## config.mk

```make
export PLATFORM = sky130hd
export DESIGN_NAME = wave_seq_ctrl
export DESIGN_NICKNAME = d
export VERILOG_FILES = /design/src/rtl/wave_seq_ctrl.sv
export SDC_FILE = /design/constraint.sdc
export NUM_CORES = 1
export LEC_CHECK = 0
export BUFFER_PORTS_ARGS = -buffer_cell sky130_fd_sc_hd__buf_4
export CORE_ASPECT_RATIO = 1.75
export CORE_UTILIZATION = 62
export CTS_CLUSTER_DIAMETER = 120
export DETAILED_ROUTE_END_ITERATION = 7
export PLACE_DENSITY_LB_ADDON = 0.05
export SKIP_CTS_REPAIR_TIMING = 1
export SLEW_MARGIN = 10
export SYNTH_ARGS = -nofsm -noshare
export SYNTH_HDL_FRONTEND = slang
export SYNTH_SLANG_ARGS = --single-unit
```

## constraint.sdc

```tcl
create_clock -name Clock -period 8 [get_ports Clock]
set_input_delay 1.2 -clock Clock [delete_from_list [all_inputs] [get_ports Clock]]
set_output_delay 1.2 -clock Clock [all_outputs]
set_load 0.005 [all_outputs]
```

## src/rtl/wave_seq_ctrl.sv

```systemverilog
// Waveform playback sequencer: steps sample addresses at a divided rate
// for a programmed number of waveform periods, or continuously.
module wave_seq_ctrl #(
    parameter int ADDR_W  = 10,
    parameter int DIV_W   = 16,
    parameter int BURST_W = 8
) (
    input  logic               Clock,
    input  logic               Reset_n,
    input  logic               Trigger,
    input  logic               Stop,
    input  logic [DIV_W-1:0]   Div,
    input  logic [ADDR_W-1:0]  Length,
    input  logic [BURST_W-1:0] Burst_Count,
    output logic [ADDR_W-1:0]  Addr,
    output logic               Sample_EN,
    output logic               Reset_BAC,
    output logic               Busy,
    output logic               Done
);

    typedef enum logic [1:0] {
        S_IDLE,
        S_START,
        S_RUN,
        S_DONE
    } state_t;

    state_t state_q, state_d;

    logic [DIV_W-1:0]   div_s_q, div_s_d;
    logic [ADDR_W-1:0]  len_s_q, len_s_d;
    logic [BURST_W-1:0] burst_s_q, burst_s_d;

    logic [DIV_W-1:0]   div_q, div_d;
    logic [BURST_W-1:0] period_q, period_d;
    logic [ADDR_W-1:0]  addr_q, addr_d;
    logic               sample_en_q, sample_en_d;
    logic               reset_bac_q, reset_bac_d;
    logic               busy_q, busy_d;
    logic               done_q, done_d;

    logic               start_req;
    logic               run_hit;
    logic               period_end;
    logic               burst_end;
    logic [BURST_W:0]   period_inc;

    assign start_req  = Trigger && !Stop;
    assign run_hit    = (state_q == S_RUN) && (div_q == div_s_q);
    assign period_end = run_hit && (addr_q == len_s_q);
    assign period_inc = {1'b0, period_q} + (BURST_W + 1)'(1);
    assign burst_end  = period_end && (burst_s_q != '0)
                        && (period_inc == {1'b0, burst_s_q});

    always_ff @(posedge Clock) begin
        if (!Reset_n) begin
            state_q <= S_IDLE;
        end else begin
            state_q <= state_d;
        end
    end

    always_comb begin
        state_d = state_q;
        unique case (state_q)
            S_IDLE: begin
                if (start_req) begin
                    state_d = S_START;
                end
            end
            S_START: begin
                state_d = Stop ? S_IDLE : S_RUN;
            end
            S_RUN: begin
                if (Stop) begin
                    state_d = S_IDLE;
                end else if (burst_end) begin
                    state_d = S_DONE;
                end
            end
            S_DONE: begin
                state_d = S_IDLE;
            end
            default: begin
                state_d = S_IDLE;
            end
        endcase
    end

    // Outputs are computed from the next state so every port is a flop.
    always_comb begin
        div_s_d     = div_s_q;
        len_s_d     = len_s_q;
        burst_s_d   = burst_s_q;
        div_d       = '0;
        period_d    = period_q;
        addr_d      = addr_q;
        sample_en_d = 1'b0;
        reset_bac_d = 1'b1;
        busy_d      = 1'b0;
        done_d      = 1'b0;

        if (state_q == S_IDLE && start_req) begin
            div_s_d   = Div;
            len_s_d   = Length;
            burst_s_d = Burst_Count;
        end

        unique case (state_d)
            S_START: begin
                addr_d      = '0;
                period_d    = '0;
                reset_bac_d = 1'b0;
                busy_d      = 1'b1;
            end
            S_RUN: begin
                busy_d = 1'b1;
                if (state_q == S_RUN && !run_hit) begin
                    div_d = div_q + DIV_W'(1);
                end
                if (period_end) begin
                    addr_d = '0;
                    if (period_q != '1) begin
                        period_d = period_inc[BURST_W-1:0];
                    end
                end else if (run_hit) begin
                    addr_d = addr_q + ADDR_W'(1);
                end
                sample_en_d = (div_d == div_s_d);
            end
            S_DONE: begin
                addr_d = '0;
                done_d = 1'b1;
            end
            default: begin
            end
        endcase
    end

    always_ff @(posedge Clock) begin
        if (!Reset_n) begin
            div_s_q     <= '0;
            len_s_q     <= '0;
            burst_s_q   <= '0;
            div_q       <= '0;
            period_q    <= '0;
            addr_q      <= '0;
            sample_en_q <= 1'b0;
            reset_bac_q <= 1'b1;
            busy_q      <= 1'b0;
            done_q      <= 1'b0;
        end else begin
            div_s_q     <= div_s_d;
            len_s_q     <= len_s_d;
            burst_s_q   <= burst_s_d;
            div_q       <= div_d;
            period_q    <= period_d;
            addr_q      <= addr_d;
            sample_en_q <= sample_en_d;
            reset_bac_q <= reset_bac_d;
            busy_q      <= busy_d;
            done_q      <= done_d;
        end
    end

    assign Addr      = addr_q;
    assign Sample_EN = sample_en_q;
    assign Reset_BAC = reset_bac_q;
    assign Busy      = busy_q;
    assign Done      = done_q;

endmodule
```

==> results.md, run 1 <==
* Final #Nets at roughly 570
* Inserted Clock Buffers at 9
* Seq. cell area at 1480 um^2
* CTS tree: yes
* Met3 wire len at around 360 um
* Routability congestion estimate at 0.913
* Antenna cells at 0
* Initial DRC Count at approximately 180
* Global-route wire length before repair at around 16 mm
* Synth Area in Simple Gates at between 20 and 30%
* MaxCap Viol Count at 0
* CP startpoint: div_q[13]$_SDFF_PN0_
* Final setup fails at 0
* Overall fraction of global-route tracks in use at 30.5%
* WS Path Type: flop to flop
* Syn Area/Cell at ~8.5 um^2
* FFs w/ async S/R, synth at 0%
* Metal-1 WL at between 3 and 4 mm
* Synth Instances at between 400 and 500
* Mux cell area share after synthesis at ~4.3%
* DRC at 0
* Slowest stage cell, crit path: nor4_1
* DIE AREA at between 6000 and 7000 um^2
* Die Ht at roughly 110 um
* Top-area cell type share of the netlist area at between 30 and 40%
* Path category of the worst min-delay check: flop to flop
* Most frequent CP cell: inv_1
* Post-Syn Area at roughly 4000 um^2
* Detailed placement HPWL at between 7 and 8 mm
* Worst-Skew Late Latency at between 300 and 400 ps
* Register bit total from synthesis at between 70 and 80
* Unique masters post-synth at 63
* Critical path capture point type: flop
* Fillers at between 500 and 600
* H-Tree Depth at 3
* Post-synthesis sequential area ratio at between 30% and 40%
* Post-Synth Adder-Cell Area at ~1.9%
* RSZ-0062 raised after global routing: no
* Final Slew Violations at 0
* Final cycle utilization of the critical path at between 40 and 50%
* Setup TNS at 0 ps
* Crit path required time at a little over 8000 ps
* Cell depth of the worst flop-to-flop path at 13
* Post-DR wirelength/cell at roughly 16 um
* # IOs at 52
* Fin. Hold Viols at 0
* Worst EP arrival at 4090 ps
* Clock-pin slew on the worst setup and hold paths at ~70 ps
* YS warnings at 0
* Buffers on Ports at 51
* Crit-path max cell delay at around 620 ps
* Tmin final at about 3800 ps
* Vias at between 3000 and 4000
* CTS max path bufs at 2
* Area occupied by multi-input gates at roughly 2400 um^2
* Worst Setup Start Kind: flop
* CP Max Fanout at 16
* Worst Hold Slack at approximately 470 ps
* Worst-Margin Slew at between 800 and 900 ps
* Worst r2r src: div_q[13]$_SDFF_PN0_
* Synth area leaders: dfxtp_1 37%, xor2_1 7.1%, nand2_1 6.5%, a21oi_1 4.1%, nor2_1 3.8%
* Cell taking the most area after synthesis: dfxtp_1
* Core Region at slightly above 6000 um^2
* Routed wire length at roughly 10 mm
* Rows at 38
* Synth Net Count at 523
* Reg2reg end: Addr[3]$_SDFFE_PN0P_
* CP Cell Sequence: xor2_1 > nor4_1 > nand4_4 > nor3_1 > nand3_1 > nand2_1 > inv_1 > ha_1 > inv_1 > o31ai_1 > a31o_2 > or2_2 > a31oi_1
* Max_slew headroom at roughly 42%
* Vias in the first global route at ~3400
* DR WL met2 at 5.40 mm
* Initial antenna violation count at 0
* Top cells by count, synth: 74 x dfxtp_1, 70 x nand2_1, 41 x nor2_1
* Top-count cell post-synth: dfxtp_1
* Max Used Layer: met4
* Area delta synth->final at 14.1%
* Largest family of logic cells by synthesized area: simple AND/OR/NAND/NOR gates
* Leak pwr at between 1.5 and 2 nW
* Pwr per Cell Area at around 160 nW/um^2
* Run status: complete, no violations
* Clock skew at a little over 7 ps
* Initial Util at 65.0%
* Clock sinks at 74
* Synth Area in Compound Gates at approximately 14%
* Share of layout cells above drive strength 1 at 17.2%
* Via density at approximately 5.9
* Final ANT Viol Nets at 0
* Number of flops mapped to enable cells by yosys at 0
* Largest net degree at the start of global routing at 47
* Worst setup endpoint: Addr[3]$_SDFFE_PN0P_
* Tot Pwr at between 0.7 and 0.8 mW
* Fmax at roughly 260 MHz
* Grt total ovfl at 0
* CTS root buffer: clkbuf_8
* Prevailing post-synth register cell: dfxtp_1
* First-pass detailed-route iteration total at 4
* Maximum VDD drop at 0.000160 V
* Flop2flop setup slack at approximately 4200 ps
* Post-Synth XOR/XNOR Area at about an eighth
* Die Span X at ~63 um
-- state kept, by name, summed over array words and instances (netlist names), 2 cells and up --
| signal | flops |
|---|---|
| Addr | 10 |
| burst_s_q | 8 |
| div_q | 16 |
| div_s_q | 16 |
| len_s_q | 10 |
| period_q | 8 |
| state_q | 2 |
-- kinds of logic (layout without fill, tap and decap cells) --
| family | after synthesis | after routing |
|---|---|---|
| XOR/XNOR | 53 | 53 |
| AND/OR/NAND/NOR | 214 | 214 |
| multiplexers | 17 | 17 |
| buffers and inverters | 33 | 82 |
| flip-flops | 74 | 74 |
| adder cells (fa/ha/maj) | 6 | 6 |
| AO/OA/AOI/OAI | 82 | 82 |
-- layout make-up --
| cell class | count | area share (%) |
|---|---|---|
| clock buffers | 12 | 3.57 |
| well taps | 80 | 2.17 |
| flip-flops and latches | 74 | 32.1 |
| clock inverters | 4 | 0.541 |
| inverters | 13 | 1.06 |
| multi-input cells | 372 | 52.0 |
| repair buffers | 53 | 8.61 |
-- worst min path at each step --
stage	slack, ps	depth (start not counted)	start	endpoint
5_1_grt	480	2	len_s_q[8]$_SDFFE_PN0P_	len_s_q[8]$_SDFFE_PN0P_
3_3_place_gp	450	2	len_s_q[9]$_SDFFE_PN0P_	len_s_q[9]$_SDFFE_PN0P_
2_1_floorplan	450	2	len_s_q[0]$_SDFFE_PN0P_	len_s_q[0]$_SDFFE_PN0P_
4_1_cts	470	2	len_s_q[8]$_SDFFE_PN0P_	len_s_q[8]$_SDFFE_PN0P_
6_report	470	2	len_s_q[8]$_SDFFE_PN0P_	len_s_q[8]$_SDFFE_PN0P_
3_5_place_dp	460	2	len_s_q[8]$_SDFFE_PN0P_	len_s_q[8]$_SDFFE_PN0P_
-- per-stage QoR --
stage               std cells  util, %  cell area [um^2]  setup slack, ps
floorplan                 479        -              4050             4700
global placement          592     71.2              4430             4050
detailed placement        592     71.2              4430             3980
CTS                       608     74.2              4620             4220
global route              608     74.2              4620             3930
finish                    608     74.2              4620             4200
-- routing by layer --
metal / up-vias / GRT usage (%)
met2: 94 / 55.1
met3: 27 / 4.08
met1: 1695 / 30.8
met4: 0 / 24.4
li1: 1769 / -
met5: - / 0
-- critical path, delay by kind of cell (launching register included) --
| kind | cells | cell delay, ps |
|---|---|---|
| AND/OR/NAND/NOR | 6 | 2160 |
| AO/OA/AOI/OAI | 3 | 560 |
| flip-flops | 1 | 430 |
| adder cells (fa/ha/maj) | 1 | 270 |
| buffers and inverters | 2 | 220 |
| XOR/XNOR | 1 | 100 |
-- placed cells by master, fill, tap and decap left out, types with 3 or more instances in the layout --
| master | Yosys | layout |
|---|---|---|
| and2_1 | 5 | 5 |
| a21boi_1 | 3 | 3 |
| xnor2_1 | 17 | 17 |
| nor2b_1 | 4 | 4 |
| a31oi_1 | 6 | 6 |
| o21a_1 | 8 | 8 |
| or3_1 | 4 | 4 |
| nand2_1 | 70 | 70 |
| inv_1 | 12 | 12 |
| clkbuf_8 | 0 | 12 |
| o21ai_0 | 7 | 7 |
| a21oi_1 | 33 | 33 |
| nor4_1 | 9 | 9 |
| ha_1 | 6 | 6 |
| buf_4 | 1 | 53 |
| nor4_2 | 4 | 4 |
| or2_2 | 3 | 3 |
| nand2b_1 | 8 | 8 |
| nor2_1 | 41 | 41 |
| xor2_1 | 33 | 33 |
| nand4_1 | 7 | 7 |
| nand3_1 | 22 | 22 |
| or4_1 | 3 | 3 |
| and3_1 | 8 | 8 |
| mux2i_1 | 15 | 15 |
| dfxtp_1 | 74 | 74 |
| nor3_1 | 12 | 12 |
-- power by group --
part	internal (mW)	switching [mW]	total (mW)
Clock	0.137	0.138	0.275
Combinational	0.0396	0.0501	0.0897
Sequential	0.377	0.00710	0.385
Power figures use the tool's default switching activity.
==> inputs of run 2 (changes only) <==
--- a/config.mk
+++ b/config.mk
@@ -7,7 +7,7 @@
 export LEC_CHECK = 0
 export BUFFER_PORTS_ARGS = -buffer_cell sky130_fd_sc_hd__buf_4
 export CORE_ASPECT_RATIO = 1.75
-export CORE_UTILIZATION = 62
+export CORE_UTILIZATION = 52
 export CTS_CLUSTER_DIAMETER = 120
 export DETAILED_ROUTE_END_ITERATION = 7
 export PLACE_DENSITY_LB_ADDON = 0.05
==> constraint.sdc (replaced) <==
create_clock -name Clock -period 3.4 [get_ports Clock]
set_input_delay 0.51 -clock Clock [delete_from_list [all_inputs] [get_ports Clock]]
set_output_delay 0.51 -clock Clock [all_outputs]
set_load 0.005 [all_outputs]
==> results.md, run 2 (same netlist as run 1, synthesis figures left out) <==
* CP Max Fanout at 8 (-8)
* Post-DR wirelength/cell at 16.5 um (+0.68%)
* Overall fraction of global-route tracks in use at 27.9% (-2.5 points)
* Largest net degree at the start of global routing at 47 (unchanged)
* Crit path required time at 3660 ps (-4630 ps)
* MaxCap Viol Count at 0 (unchanged)
* Fin. Hold Viols at 0 (unchanged)
* CP delay by family, top: simple AND/OR/NAND/NOR gates
* Commonest non-fill, non-tap cell in the layout: dfxtp_1
* Metal-1 WL at 3.70 mm (unchanged)
* Pwr per Cell Area at 431 nW/um^2 (+170%)
* Clock sinks at 74 (unchanged)
* CTS root buffer: clkbuf_16
* Antenna cells at 0 (unchanged)
* Slowest stage cell, crit path: or4_1
* Initial antenna violation count at 0 (unchanged)
* Worst-Margin Slew at 832 ps (-33.8 ps)
* Fmax at 314 MHz (+19%)
* Final ANT Viol Nets at 0 (unchanged)
* Detailed placement HPWL at 7.79 mm (+6.3%)
* Worst Setup Start Kind: flop
* Layout Cells excl Fill at 629 (+3.5%)
* Final Slew Violations at 0 (unchanged)
* H-Tree Depth at 3 (unchanged)
* Worst EP arrival at 3450 ps (-640 ps)
* Fillers at 695 (+35%)
* Run status: complete, no violations
* Path category of the worst min-delay check: input pin to flop
* Inserted Clock Buffers at 9 (unchanged)
* DIE AREA at 8160 um^2 (+19%)
* Final instance area at 4860 um^2 (+5.1%)
* Tot Pwr at 2.09 mW (+180%)
* DRC at 0 (unchanged)
* Clock-pin slew on the worst setup and hold paths at 60 ps (about the same)
* Routed wire length at 10.4 mm (+4.2%)
* CP Cell Sequence: ha_2 > nand3_1 > or4_1 > nand3_1 > o211a_1 > nand3_1 > nand2_1 > inv_1 > ha_1 > inv_1 > o31ai_1 > a31o_2 > or2_2 > a31oi_1
* Leak pwr at 2.03 nW (+6.3%)
* Grt total ovfl at 0 (unchanged)
* Tmin final at 3190 ps (-615 ps)
* Max_slew headroom at 44.4% (+2.3 points)
* Largest registers: div_q (16), div_s_q (16)
* Critical path capture point type: flop
* Vias in the first global route at 3640 (+8.1%)
* Final cycle utilization of the critical path at 93.8% (+46 points)
* Most frequent CP cell: nand3_1
* Vias at 3630 (+1.3%)
* Area delta synth->final at 19.9%
* Via density at 5.77 (-2.1%)
* Worst-Skew Late Latency at 340 ps (-20 ps)
* Routability congestion estimate at 0.903 (-1.1%)
* Rows at 42 (+11%)
* First-pass detailed-route iteration total at 4 (unchanged)
* Max Used Layer: met4
* Buf+Inv Stages, Crit Path at 2 (unchanged)
* Setup TNS at 0 ps (unchanged)
* Buffers on Ports at 51 (unchanged)
* # IOs at 52 (unchanged)
* RSZ-0062 raised after global routing: no
* Final #Nets at 580 (+2.3%)
* Placed Area at 4550 um^2 (+2.7%)
* Initial DRC Count at 148 (-18%)
* CTS max path bufs at 2 (unchanged)
* CTS tree: yes
* Met3 wire len at 329 um (-9.6%)
* Initial Util at 53.5% (-12 points)
* DR WL met2 at 5.93 mm (+9.9%)
* Most used cells in the layout excluding fill and tap cells: 74 x dfxtp_1, 70 x nand2_1, 65 x buf_4
* Share of layout cells above drive strength 1 at 19.0% (+1.8 points)
* Core Region at 7570 um^2 (+21%)
* Crit-path max cell delay at 450 ps (-170 ps)
* Die Ht at 119 um (+9.0%)
* Clock skew at 4.75 ps (-2.35 ps)
* Global-route wire length before repair at 16.7 mm (+5.7%)
* Die Span X at 68.7 um (+8.9%)
* Final setup fails at 0 (unchanged)
* WS Path Type: flop to flop
* Maximum VDD drop at 0.000287 V (+80%)
* Placed cell count at 613 (+3.5%)
==> run 2: final cells by class <==
type                            count  area, um^2  share of cell area (%)
Multi-Input combinational cell    372        2410                    49.6
Tap cell                           88         110                    2.27
Timing Repair Buffer               66         508                    10.5
Sequential cell                    74        1480                    30.5
Clock buffer                       14         264                    5.44
Inverter                           13        48.8                    1.00
Clock inverter                      2        35.0                   0.721
==> run 2: where the power goes <==
group | internal (mW) | switching (mW) | total, mW
clock network | 0.608 | 0.352 | 0.960
logic | 0.104 | 0.124 | 0.228
registers | 0.890 | 0.0164 | 0.906
==> run 2: through the flow <==
stage / hold WS [ps] / worst slack, ps / utilization (%)
after floorplan: 448 / 492 / -
after global placement: 454 / 300 / 60.2
after detailed placement: 461 / 241 / 60.2
after CTS: 412 / 193 / 64.1
after global routing: 429 / 12.3 / 64.2
final: 419 / 211 / 64.2
==> run 2: final timing paths <==
path	to	slack [ps]	cells after the start	start
min	len_s_q[9]$_SDFFE_PN0P_	420	3	Length[9]
max	Addr[3]$_SDFFE_PN0P_	210	14	period_q[0]$_SDFFE_PN0P_
min reg2reg	len_s_q[8]$_SDFFE_PN0P_	470	2	len_s_q[8]$_SDFFE_PN0P_
max reg2reg	Addr[3]$_SDFFE_PN0P_	210	14	period_q[0]$_SDFFE_PN0P_
==> run 2: worst min-delay path: stages <==
cell and delay, ps:
buf_4 110, nand2_1 40, a21oi_1 50
==> run 2: routing by layer <==
layer / global-route usage, % / vias up
li1: - / 1802
met1: 27.0 / 1708
met2: 52.1 / 86
met3: 5.41 / 34
met4: 14.2 / 0
met5: 0 / -
==> inputs of run 3 (changes only) <==
--- a/config.mk
+++ b/config.mk
@@ -6,8 +6,10 @@
 export NUM_CORES = 1
 export LEC_CHECK = 0
 export BUFFER_PORTS_ARGS = -buffer_cell sky130_fd_sc_hd__buf_4
+export CELL_PAD_IN_SITES_DETAIL_PLACEMENT = 1
+export CELL_PAD_IN_SITES_GLOBAL_PLACEMENT = 1
 export CORE_ASPECT_RATIO = 1.75
-export CORE_UTILIZATION = 52
+export CORE_UTILIZATION = 39
 export CTS_CLUSTER_DIAMETER = 120
 export DETAILED_ROUTE_END_ITERATION = 7
 export PLACE_DENSITY_LB_ADDON = 0.05
==> results.md, run 3 (same netlist as run 1, synthesis figures left out) <==
* Final Slew Violations at 0 (unchanged)
* Path category of the worst min-delay check: input pin to flop
* H-Tree Depth at 3 (unchanged)
* Final setup fails at 0 (unchanged)
* First-pass detailed-route iteration total at 4 (unchanged)
* Combinational share of power at 10.5% (-0.4 points)
* Overall fraction of global-route tracks in use at 24.3% (-3.7 points)
* DIE AREA at 10800 um^2 (+33%)
* Vias in the first global route at 4116 (+13%)
* Fillers at 1203 (+73%)
* Initial Util at 40.6% (-13 points)
* Fmax at 314 MHz (about the same)
* Most used cells in the layout excluding fill and tap cells: 76 x buf_4, 73 x dfxtp_1, 69 x nand2_1
* Buffers on Ports at 51 (unchanged)
* Slowest stage cell, crit path: or4_1
* Post-DR wirelength/cell at 17.9 um (+8.5%)
* Worst Setup Start Kind: flop
* Largest net degree at the start of global routing at 25 (-47%)
* Maximum VDD drop at 0.000272 V (-5.3%)
* Share of layout cells above drive strength 1 at 21.4% (+2.4 points)
* Commonest non-fill, non-tap cell in the layout: buf_4
* GR peak layer: met2
* CTS max path bufs at 2 (unchanged)
* # IOs at 52 (unchanged)
* MaxCap Viol Count at 0 (unchanged)
* CP Max Fanout at 8 (unchanged)
* Final ANT Viol Nets at 0 (unchanged)
* Fin. Hold Viols at 0 (unchanged)
* Reg power frac at 39.9% (-3.4 points)
* Met2 Use GR at 49.8% (-2.4 points)
* Antenna cells at 0 (unchanged)
* Run status: complete, no violations
* CTS root buffer: clkbuf_16
* RSZ-0062 raised after global routing: no
* Leak pwr at 2.10 nW (+3.7%)
* Initial antenna violation count at 0 (unchanged)
* Clock skew at 7.90 ps (+3.15 ps)
* Crit-path max cell delay at 590 ps (+140 ps)
* Worst EP arrival at 3420 ps (-30 ps)
* Inserted Clock Buffers at 9 (unchanged)
* Detailed placement HPWL at 9.54 mm (+22%)
* Via density at 5.55 (-3.9%)
* Global-route wire length before repair at 19.8 mm (+19%)
* Rows at 48 (+14%)
* Worst Hold Slack at 430 ps (+11.0 ps)
* Crit path required time at 3630 ps (-30 ps)
* Tmin final at 3190 ps (-0.909 ps)
* Pwr per Cell Area at 451 nW/um^2 (+4.7%)
* CP Cell Sequence: ha_2 > and3_1 > nand3_1 > xor2_1 > o211a_1 > nand3_1 > nand2_1 > inv_1 > ha_1 > nand2_1 > or4_1 > nand2_2 > a21boi_0 > o21a_1
* Final cycle utilization of the critical path at 93.8% (about the same)
* Largest registers: div_q (16), div_s_q (16)
* Grt total ovfl at 0 (unchanged)
* Initial DRC Count at 145 (-2.0%)
* P_int at 1.75 mW (+9.5%)
* WS Path Type: flop to flop
* Switching share of power at 22.7% (-0.81 points)
* Clock sinks at 74 (unchanged)
* Max_slew headroom at 59.9% (+15 points)
* Routed wire length at 12.1 mm (+17%)
* Clock-pin slew on the worst setup and hold paths at 60 ps (about the same)
* Routability congestion estimate at 0.833 (-7.8%)
* GR Util met1 at 22.6% (-4.4 points)
* Met3 usage at 4.00% (-1.4 points)
* Clock share of power at 49.6% (+3.7 points)
* Dpl ws at 110 ps (-131 ps)
* Final #Nets at 590 (+1.7%)
* CTS tree: yes
* DRC at 0 (unchanged)
* Die Ht at 137 um (+15%)
* Worst-Skew Late Latency at 330 ps (about the same)
* Critical path capture point type: flop
* Vias at 3750 (+3.3%)
* Switching power total at 0.515 mW (+4.7%)
* Die Span X at 79.0 um (+15%)
* Core Region at 9970 um^2 (+32%)
* Worst setup slack after layout at 212 ps (+0.909 ps)
* Area delta synth->final at 24.2%
* Setup TNS at 0 ps (unchanged)
* Worst-Margin Slew at 596 ps (-237 ps)
## run 3: routing by layer
metal | share of wire, % | wire length (um)
met1 | 35 | 4240
met2 | 60 | 7230
met3 | 2.4 | 291
met4 | 3.0 | 359
met5 | 0 | 0
## run 3: layout make-up
class                   count  area [um^2]  share of cell area (%)
inverters                  13         48.8                   0.970
well taps                 125          156                    3.11
repair buffers             76          571                    11.3
clock buffers              12          256                    5.10
clock inverters             4         97.6                    1.94
multi-input cells         372         2420                    48.1
flip-flops and latches     74         1480                    29.5
## run 3: critical path: cells and delay by family (launching register included)
kind / cells / cell delay [ps]
buffers and inverters: 1 / 80
adders and majority gates: 2 / 480
and+or+nand+nor: 7 / 1440
DFF: 1 / 390
xor gates and xnor gates: 1 / 180
AOI/OAI and AO/OA: 3 / 520
## run 3: final timing paths
| check | from | to | slack [ps] | cells after the start |
|---|---|---|---|---|
| setup / recovery | period_q[1]$_SDFFE_PN0P_ | period_q[3]$_SDFFE_PN0P_ | 210 | 14 |
| hold reg to reg | len_s_q[2]$_SDFFE_PN0P_ | len_s_q[2]$_SDFFE_PN0P_ | 470 | 2 |
| setup reg to reg | period_q[1]$_SDFFE_PN0P_ | period_q[3]$_SDFFE_PN0P_ | 210 | 14 |
| hold / removal | Length[2] | len_s_q[2]$_SDFFE_PN0P_ | 430 | 3 |
## run 3: stage by stage
step           std cells  power [mW]  utilization (%)  area, um^2
6_report             676        2.27             50.5        5030
5_1_grt              676        2.35             50.5        5030
4_1_cts              676        2.30             50.3        5010
3_5_place_dp         660        1.17             46.7        4660
3_3_place_gp         660        1.16             46.7        4660
2_1_floorplan        479        1.06                -        4050
## run 3: power by group through the flow
stage	combinational, mW	sequential [mW]	clock [mW]
2_1_floorplan	0.142	0.921	0
3_3_place_gp	0.235	0.924	0
3_5_place_dp	0.241	0.925	0
4_1_cts	0.242	0.906	1.15
5_1_grt	0.260	0.908	1.19
6_report	0.239	0.906	1.13
